**src/rtl/seq_acc5.sv**
```systemverilog
// Sequential frame accumulator around the 5-bit csua adder: sums a stream of
// operands into {carry count, low 5 bits} and hands the result off per frame.

module csua (
  input  logic [4:0] x,
  input  logic [4:0] y,
  output logic [4:0] z,
  output logic       co
);
  logic [2:0] w_lo;
  logic [3:0] w_hi0;
  logic [3:0] w_hi1;
  logic [3:0] w_hi;

  // Carry-select: upper 3 bits are precomputed for both carry-ins.
  assign w_lo  = {1'b0, x[1:0]} + {1'b0, y[1:0]};
  assign w_hi0 = {1'b0, x[4:2]} + {1'b0, y[4:2]};
  assign w_hi1 = {1'b0, x[4:2]} + {1'b0, y[4:2]} + 4'd1;
  assign w_hi  = w_lo[2] ? w_hi1 : w_hi0;
  assign z     = {w_hi[2:0], w_lo[1:0]};
  assign co    = w_hi[3];
endmodule

module seq_acc5 #(
  parameter int CNT_W = 8
) (
  input  logic               clk,
  input  logic               rst_b,
  input  logic               in_valid,
  output logic               in_ready,
  input  logic [4:0]         in_data,
  input  logic               in_last,
  output logic               out_valid,
  input  logic               out_ready,
  output logic [CNT_W+4:0]   out_sum,
  output logic [CNT_W-1:0]   out_count,
  output logic               out_ovf
);
  typedef enum logic {ACC, DONE} state_t;

  if (CNT_W < 2) begin : g_bad_cnt_w
    $error("seq_acc5: CNT_W must be at least 2");
  end

  state_t           r_state;
  logic [4:0]       r_lo;
  logic [CNT_W-1:0] r_hi;
  logic [CNT_W-1:0] r_cnt;
  logic             r_ovf;

  state_t           w_state_next;
  logic [4:0]       w_lo_next;
  logic [CNT_W-1:0] w_hi_next;
  logic [CNT_W-1:0] w_cnt_next;
  logic             w_ovf_next;
  logic [4:0]       w_z;
  logic             w_co;
  logic             w_accept;

  csua u_add (
    .x  (r_lo),
    .y  (in_data),
    .z  (w_z),
    .co (w_co)
  );

  assign w_accept = in_valid && (r_state == ACC);

  always_ff @(posedge clk or negedge rst_b) begin
    if (!rst_b) begin
      r_state <= ACC;
      r_lo    <= '0;
      r_hi    <= '0;
      r_cnt   <= '0;
      r_ovf   <= 1'b0;
    end else begin
      r_state <= w_state_next;
      r_lo    <= w_lo_next;
      r_hi    <= w_hi_next;
      r_cnt   <= w_cnt_next;
      r_ovf   <= w_ovf_next;
    end
  end

  always_comb begin
    w_state_next = r_state;
    w_lo_next    = r_lo;
    w_hi_next    = r_hi;
    w_cnt_next   = r_cnt;
    w_ovf_next   = r_ovf;
    case (r_state)
      ACC: begin
        if (w_accept) begin
          w_lo_next  = w_z;
          w_hi_next  = r_hi + {{(CNT_W-1){1'b0}}, w_co};
          w_cnt_next = (&r_cnt) ? r_cnt : r_cnt + CNT_W'(1);
          // A carry into an all-ones high part means the widened sum wrapped.
          w_ovf_next = r_ovf | (w_co & (&r_hi));
          if (in_last) w_state_next = DONE;
        end
      end
      DONE: begin
        if (out_ready) begin
          w_state_next = ACC;
          w_lo_next    = '0;
          w_hi_next    = '0;
          w_cnt_next   = '0;
          w_ovf_next   = 1'b0;
        end
      end
      default: w_state_next = ACC;
    endcase
  end

  assign in_ready  = (r_state == ACC);
  assign out_valid = (r_state == DONE);
  assign out_sum   = {r_hi, r_lo};
  assign out_count = r_cnt;
  assign out_ovf   = r_ovf;
endmodule
```
**config.mk**
```make
export PLATFORM = sky130hd
export DESIGN_NAME = seq_acc5
export DESIGN_NICKNAME = d
export VERILOG_FILES = /design/src/rtl/seq_acc5.sv
export SDC_FILE = /design/constraint.sdc
export NUM_CORES = 1
export LEC_CHECK = 0
export ABC_AREA = 1
export BUFFER_PORTS_ARGS = -buffer_cell sky130_fd_sc_hd__buf_2
export CAP_MARGIN = 40
export CORE_ASPECT_RATIO = 0.5
export CORE_UTILIZATION = 50
export DETAILED_ROUTE_END_ITERATION = 8
export MAX_ROUTING_LAYER = met4
export PLACE_DENSITY = 0.78
export REMOVE_ABC_BUFFERS = 1
export SETUP_SLACK_MARGIN = 0.3
export SYNTH_ARGS = -nofsm -noshare
export SYNTH_HDL_FRONTEND = slang
export SYNTH_HIERARCHICAL = 1
export SYNTH_SLANG_ARGS = --single-unit
```
**constraint.sdc**
```tcl
create_clock -name clk -period 3.5 [get_ports clk]
set_input_delay 0.175 -clock clk [delete_from_list [all_inputs] [get_ports clk]]
set_output_delay 0.175 -clock clk [all_outputs]
set_load 0.05 [all_outputs]
```
Word-level counts from Yosys, hierarchy flattened
Cells that the tools add are included.

word-level totals
  flip-flop bits (word level) = 23
  bits of input ports = 10
  output and inout port bits = 24
  logic and storage cells = 38

operators by class
  add/sub/neg operators = 5
  eq/ne operators = 3
  multiplexer cells = 17
  bitwise gates (word level) = 3
  reduce and logical (&&, ||, !) cells = 5

operators with widths
  cell                                                              count
  8-bit two-way mux                                                 4
  8-bit one-hot mux with 2 select lines                             2
  8-bit AND reduction                                               2
  5-bit two-way mux                                                 2
  5-bit one-hot mux with 2 select lines                             1
  8-bit by 1-bit adder with 8-bit output                            1
  8-bit by 1-bit adder with 8-bit output (second input constant)    1
  1-bit two-way mux                                                 5
  3-bit by 3-bit adder with 4-bit output                            1
  4-bit by 1-bit adder with 4-bit output (second input constant)    1
  4-bit two-way mux                                                 1
  2-bit != test (second input constant)                             2
  1-bit one-hot mux with 2 select lines                             2
  2-bit by 2-bit adder with 3-bit output                            1
  3-bit AND reduction                                               1
  2-bit by 1-bit != test with 1-bit output (second input constant)  1
  2-bit AND reduction                                               1
  1-bit AND                                                         1
  1-bit logical AND                                                 1
  1-bit NOT                                                         1
  1-bit OR                                                          1

Longest topological paths before layout
  depth after elaboration = 7
  gate-level depth with buffers = 17
  gate-level depth less buffers = 17

Hierarchy
Netlist, hierarchy kept.

modules (own cells, without submodules)
  module    instances  cells each  area an instance (sq um)  sequential area each (sq um)
  seq_acc5  1          147         1214.9                    575.6
  csua      1          39          237.7                     0.0

Least setup slack after synthesis
Ideal clock, no wire load.

  path type = register -> register
  from = reg r_lo[2]
  to = reg r_hi[6]
  library setup time = 0.114 ns
  arrival = 2.497 ns
  data required time = 3.386 ns
  path slack = 0.889 ns
  stages on the path, launching flop included = 16
  buffers on the path = 0
  period minus slack after synthesis = 2.611 ns
  path through = dfrtp_1 -> ha_1 -> fa_1 -> nand3_1 -> inv_1 -> nand2_1 -> nand2_1 -> nand2_1 -> inv_1 -> ha_1 -> ha_1 -> inv_1 -> nor3_2 -> nand3_1 -> nand2_1 -> inv_1

on the way
  word-level cells in the longest chain between the ends = 6

RTL lines
  element                                     line    text
  start, declared                             46      logic [4:0] r_lo;
  start signal, assigned                      78      r_lo <= w_lo_next;
  3-bit by 3-bit adder with 4-bit output (*)  17, 18
  4-bit by 1-bit adder with 4-bit output      18      assign w_hi1 = {1'b0, x[4:2]} + {1'b0, y[4:2]} + 4'd1;
  4-bit two-way mux (*)                       19      assign w_hi = w_lo[2] ? w_hi1 : w_hi0;
  net w_co                                    57      logic w_co;
  8-bit by 1-bit adder with 8-bit output (*)  95      w_hi_next = r_hi + {{(CNT_W-1){1'b0}}, w_co};
  8-bit two-way mux (*)                       93      if (w_accept) begin
  8-bit one-hot mux with 2 select lines (*)   91      case (r_state)
  end signal, assigned                        79      r_hi <= w_hi_next;
  end, declared                               47      logic [CNT_W-1:0] r_hi;

Mark *: on every way through the listed nets, which the timed path passes. The rest lies on a longest branch. The select of a mux whose other input is x is not followed.
A chain may end at the register's enable or synchronous reset.

Final worst setup path
Same ends and word-level chain as after synthesis.

==> flow_metrics.py <==
metrics = {
    "critical_path": {
        "crit_slowest_cell": "fa_1",
        "worst_setup_path_end_kind": "flip-flop",
        "worstReg2RegStart": "r_lo[2]",
        "worst-endpoint-required_ns": 3.67,
        "timing.critical_path.from": "r_lo[2]",
        "crit_arrival_ns": 2.73,
        "slowest_delay_ns": 0.53,
        "worstPathCellList": "ha_1, fa_1, nand3_1, inv_1, nand2_1, nand2_1, nand2_1, inv_1, ha_1, ha_1, inv_1, nor3_2, nand3_1, nand2_1, inv_1",
        "cp_max_fo": 5,
        "start_to_end_type_of_the_worst_setup_path": "reg2reg",
        "setup.worst_path.start_class": "flip-flop",
    },
    "timing": {
        "finalWorstPathRequiredPeriod_ns": 2.56,
        "grt_setup_unrepaired": "false",
        "setup_violations": 0,
        "worst_slew_pin_slew_ns": 0.544,
        "slew_viol_final": 0,
        "post-route-period-util_pct": 73.1,
        "achievable-frequency_mhz": 391,
        "relSlewSlack_pct": 63.7,
        "setup_total_negative_slack_ns": 0,
        "finalHoldViolations": 0,
        "finClkSkew_ns": 0.00416,
    },
    "clock_network": {
        "cts-buffers-inserted": 3,
        "clk_latency_ns": 0.27,
        "ctsLongestPathBuffers": 2,
        "ctsRootBufferMaster": "clkbuf_8",
        "cts.sinks": 23,
        "postCtsResizedCells": 0,
        "tritoncts": "done",
        "cts_max_level": 1,
        "worst_setup_hold_path_clk_slew_ns": 0.09,
    },
    "synth": {
        "syn-mean-instance-area_sq_um": 7.81,
        "netlist_area_sq_um": 1450,
        "post_synth_inst_count": 186,
        "ys_ff_latch": 23,
        "count_of_cell_types_in_the_netlist": 25,
        "number_of_synthesis_warnings": 6,
        "yosysSeqAreaShare_pct": 39.6,
    },
    "floorplan": {
        "dieArea_sq_um": 3140,
        "io_pins": 34,
        "chipWidth_um": 78.2,
        "placeableCoreArea_sq_um": 2670,
        "chipHeight_um": 40.1,
        "num_rows": 13,
        "start_util_pct": 54.5,
    },
    "cells_and_area": {
        "antenna-diode-count": 0,
        "final-seq-area_sq_um": 576,
        "layout-area-overhead-vs-synth_pct": 17.3,
        "multi_input_comb_area_sq_um": 751,
        "n_fill_cell": 245,
        "design.final.nets": 243,
        "finalNonFillerCells": 259,
        "final_layout_size_suffix_gt1_share_pct": 22.5,
    },
    "detailed_routing": {
        "vias_per_cell": 5.03,
        "total_routed_length_um": 3100,
        "post-route-drc-count": 0,
        "met3_length_um": 137,
        "m1WireLength_um": 1440,
        "initialDrtViolationCount": 39,
        "dr_wl_met2_um": 1470,
        "routed.top_layer": "met4",
        "wl_per_cell_um": 12.0,
        "dr_total_vias": 1303,
        "drt-pass1-iter-count": 4,
        "drtAntennaViolNets": 0,
    },
    "flow_run": {
        "timing.max_cap.violations": 0,
    },
    "placed_design": {
        "place.gp.congestion": 0.883,
        "place.port_buffers": 33,
        "dp_cells": 254,
        "hpwlAfterDp_um": 2320,
    },
    "power": {
        "total_switching_power_uw": 557,
        "p_per_area_nw_per_um2": 656,
        "power.share.clock_pct": 15.1,
        "share_seq_of_total_power_pct": 34.4,
        "leakage_power_summed_over_all_cells_uw": 0.000972,
        "p_comb_share_pct": 50.6,
        "internal-power_uw": 561,
        "switching_share_pct": 49.8,
        "peakVddDrop_v": 0.000291,
    },
    "grt": {
        "grt_start_max_net_pins": 24,
        "gr-total-overflow": 0,
        "grt_first_pass_wirelength_um": 4910,
        "antenna_violations_before_repair": 0,
        "globalRouteTotalUtil_pct": 22.0,
        "number_of_global_route_vias_before_repair": 1126,
    },
    "worst_hold_path": {
        "timing.hold.worst.class": "in2reg",
        "hold_start": "out_ready",
    },
    "status": {
        "outcome": "completed",
    },
}
## worst max-delay path: cells and delay by family (launching register included)
family	cells	cell delay (ns)
buffers and inverters	4	0.23
flip-flops	1	0.41
adder cells (fa/ha/maj)	4	1.08
AND/OR/NAND/NOR	7	0.76
## cells in the final DEF, fill, tap and decap left out, types with 2 or more instances in the layout
master / netlist / layout
nand2_1: 57 / 57
buf_2: 1 / 33
inv_1: 24 / 24
dfrtp_1: 23 / 23
nand3_1: 18 / 18
o21ai_0: 14 / 14
nor2_1: 9 / 9
ha_1: 8 / 8
a21oi_1: 6 / 6
nor3_1: 4 / 4
xor2_1: 3 / 3
clkbuf_8: 0 / 3
inv_4: 2 / 2
nand2_4: 2 / 2
nand2_2: 2 / 2
inv_2: 2 / 2
fa_1: 2 / 2
## logic make-up (layout without fill, tap and decap cells)
group           after synthesis  in the layout  share of synthesized area (%)
compound gates               22             22                           7.75
xor+xnor                      3              3                           1.81
fa+ha+maj                    10             10                           9.65
buf+inv                      30             66                           8.70
flops                        23             23                           39.6
simple gates                 98             98                           32.5
## sequential cells by signal (all words and copies together) (netlist names)
signal and flops:
r_hi 8, out_count 8, r_lo 5, out_ovf 1, out_valid 1
## power groups by stage
stage | logic [uW] | registers [uW] | clock network (uW)
finish | 565 | 384 | 169
global route | 625 | 394 | 182
CTS | 567 | 384 | 173
detailed placement | 564 | 388 | 0
global placement | 552 | 385 | 0
floorplan | 246 | 574 | 0
## layout make-up
class	instances	share of cell area, %
Timing Repair Buffer	34	10.3
Inverter	28	6.46
Clock inverter	1	0.294
Tap cell	37	2.72
Multi-Input combinational cell	133	44.1
Sequential cell	23	33.8
Clock buffer	3	2.42
## routing by layer
| layer | up-vias | track usage (%) |
|---|---|---|
| met2 | 42 | 37.1 |
| met4 | 0 | 10.2 |
| li1 | 664 | - |
| met5 | - | - |
| met1 | 591 | 27.0 |
| met3 | 6 | 4.09 |
## final timing paths
| path | depth (start not counted) | endpoint | slack, ns |
|---|---|---|---|
| max | 15 | r_hi[6] | 0.94 |
| min | 2 | out_valid | 0.10 |
| max reg2reg | 15 | r_hi[6] | 0.94 |
| min in group asynchronous | 2 | r_hi[3] | 0.43 |
| max in group asynchronous | 2 | r_hi[1] | 2.71 |
| min reg2reg | 2 | out_ovf | 0.52 |
## timing repair
| action | CTS | global route |
|---|---|---|
| setup buffers | 0 | 0 |
| hold endpoints to repair | 23 | 0 |
| endpoints found under the setup margin | 0 | 0 |
| hold buffers | 1 | 0 |
## stage by stage
step	hold slack, ns	worst slack [ns]	utilization (%)	instance area, sq um	power (uW)
2_1_floorplan	-0.121	0.889	-	1440	820
3_3_place_gp	0.181	1.11	61.8	1650	938
3_5_place_dp	0.187	0.964	61.8	1650	952
4_1_cts	0.0968	0.965	63.9	1700	1120
5_1_grt	0.114	0.662	63.9	1700	1200
6_report	0.102	0.943	63.9	1700	1120
## cells in the mapped netlist (all sizes together)
cell type	instances	area, sq um
buf	2	16.3
fa	2	40.0
nand2	61	249
inv	28	110
dfrtp	23	576
xor2	3	26.3
nand3	19	100
nor2	11	65.1
nor3b	1	7.51
o21bai	1	7.51
ha	8	100
nor3	5	30.0
nand3b	1	20.0
o21ai	15	75.1
a21oi	6	30.0
(Power assumes the default switching activity.)
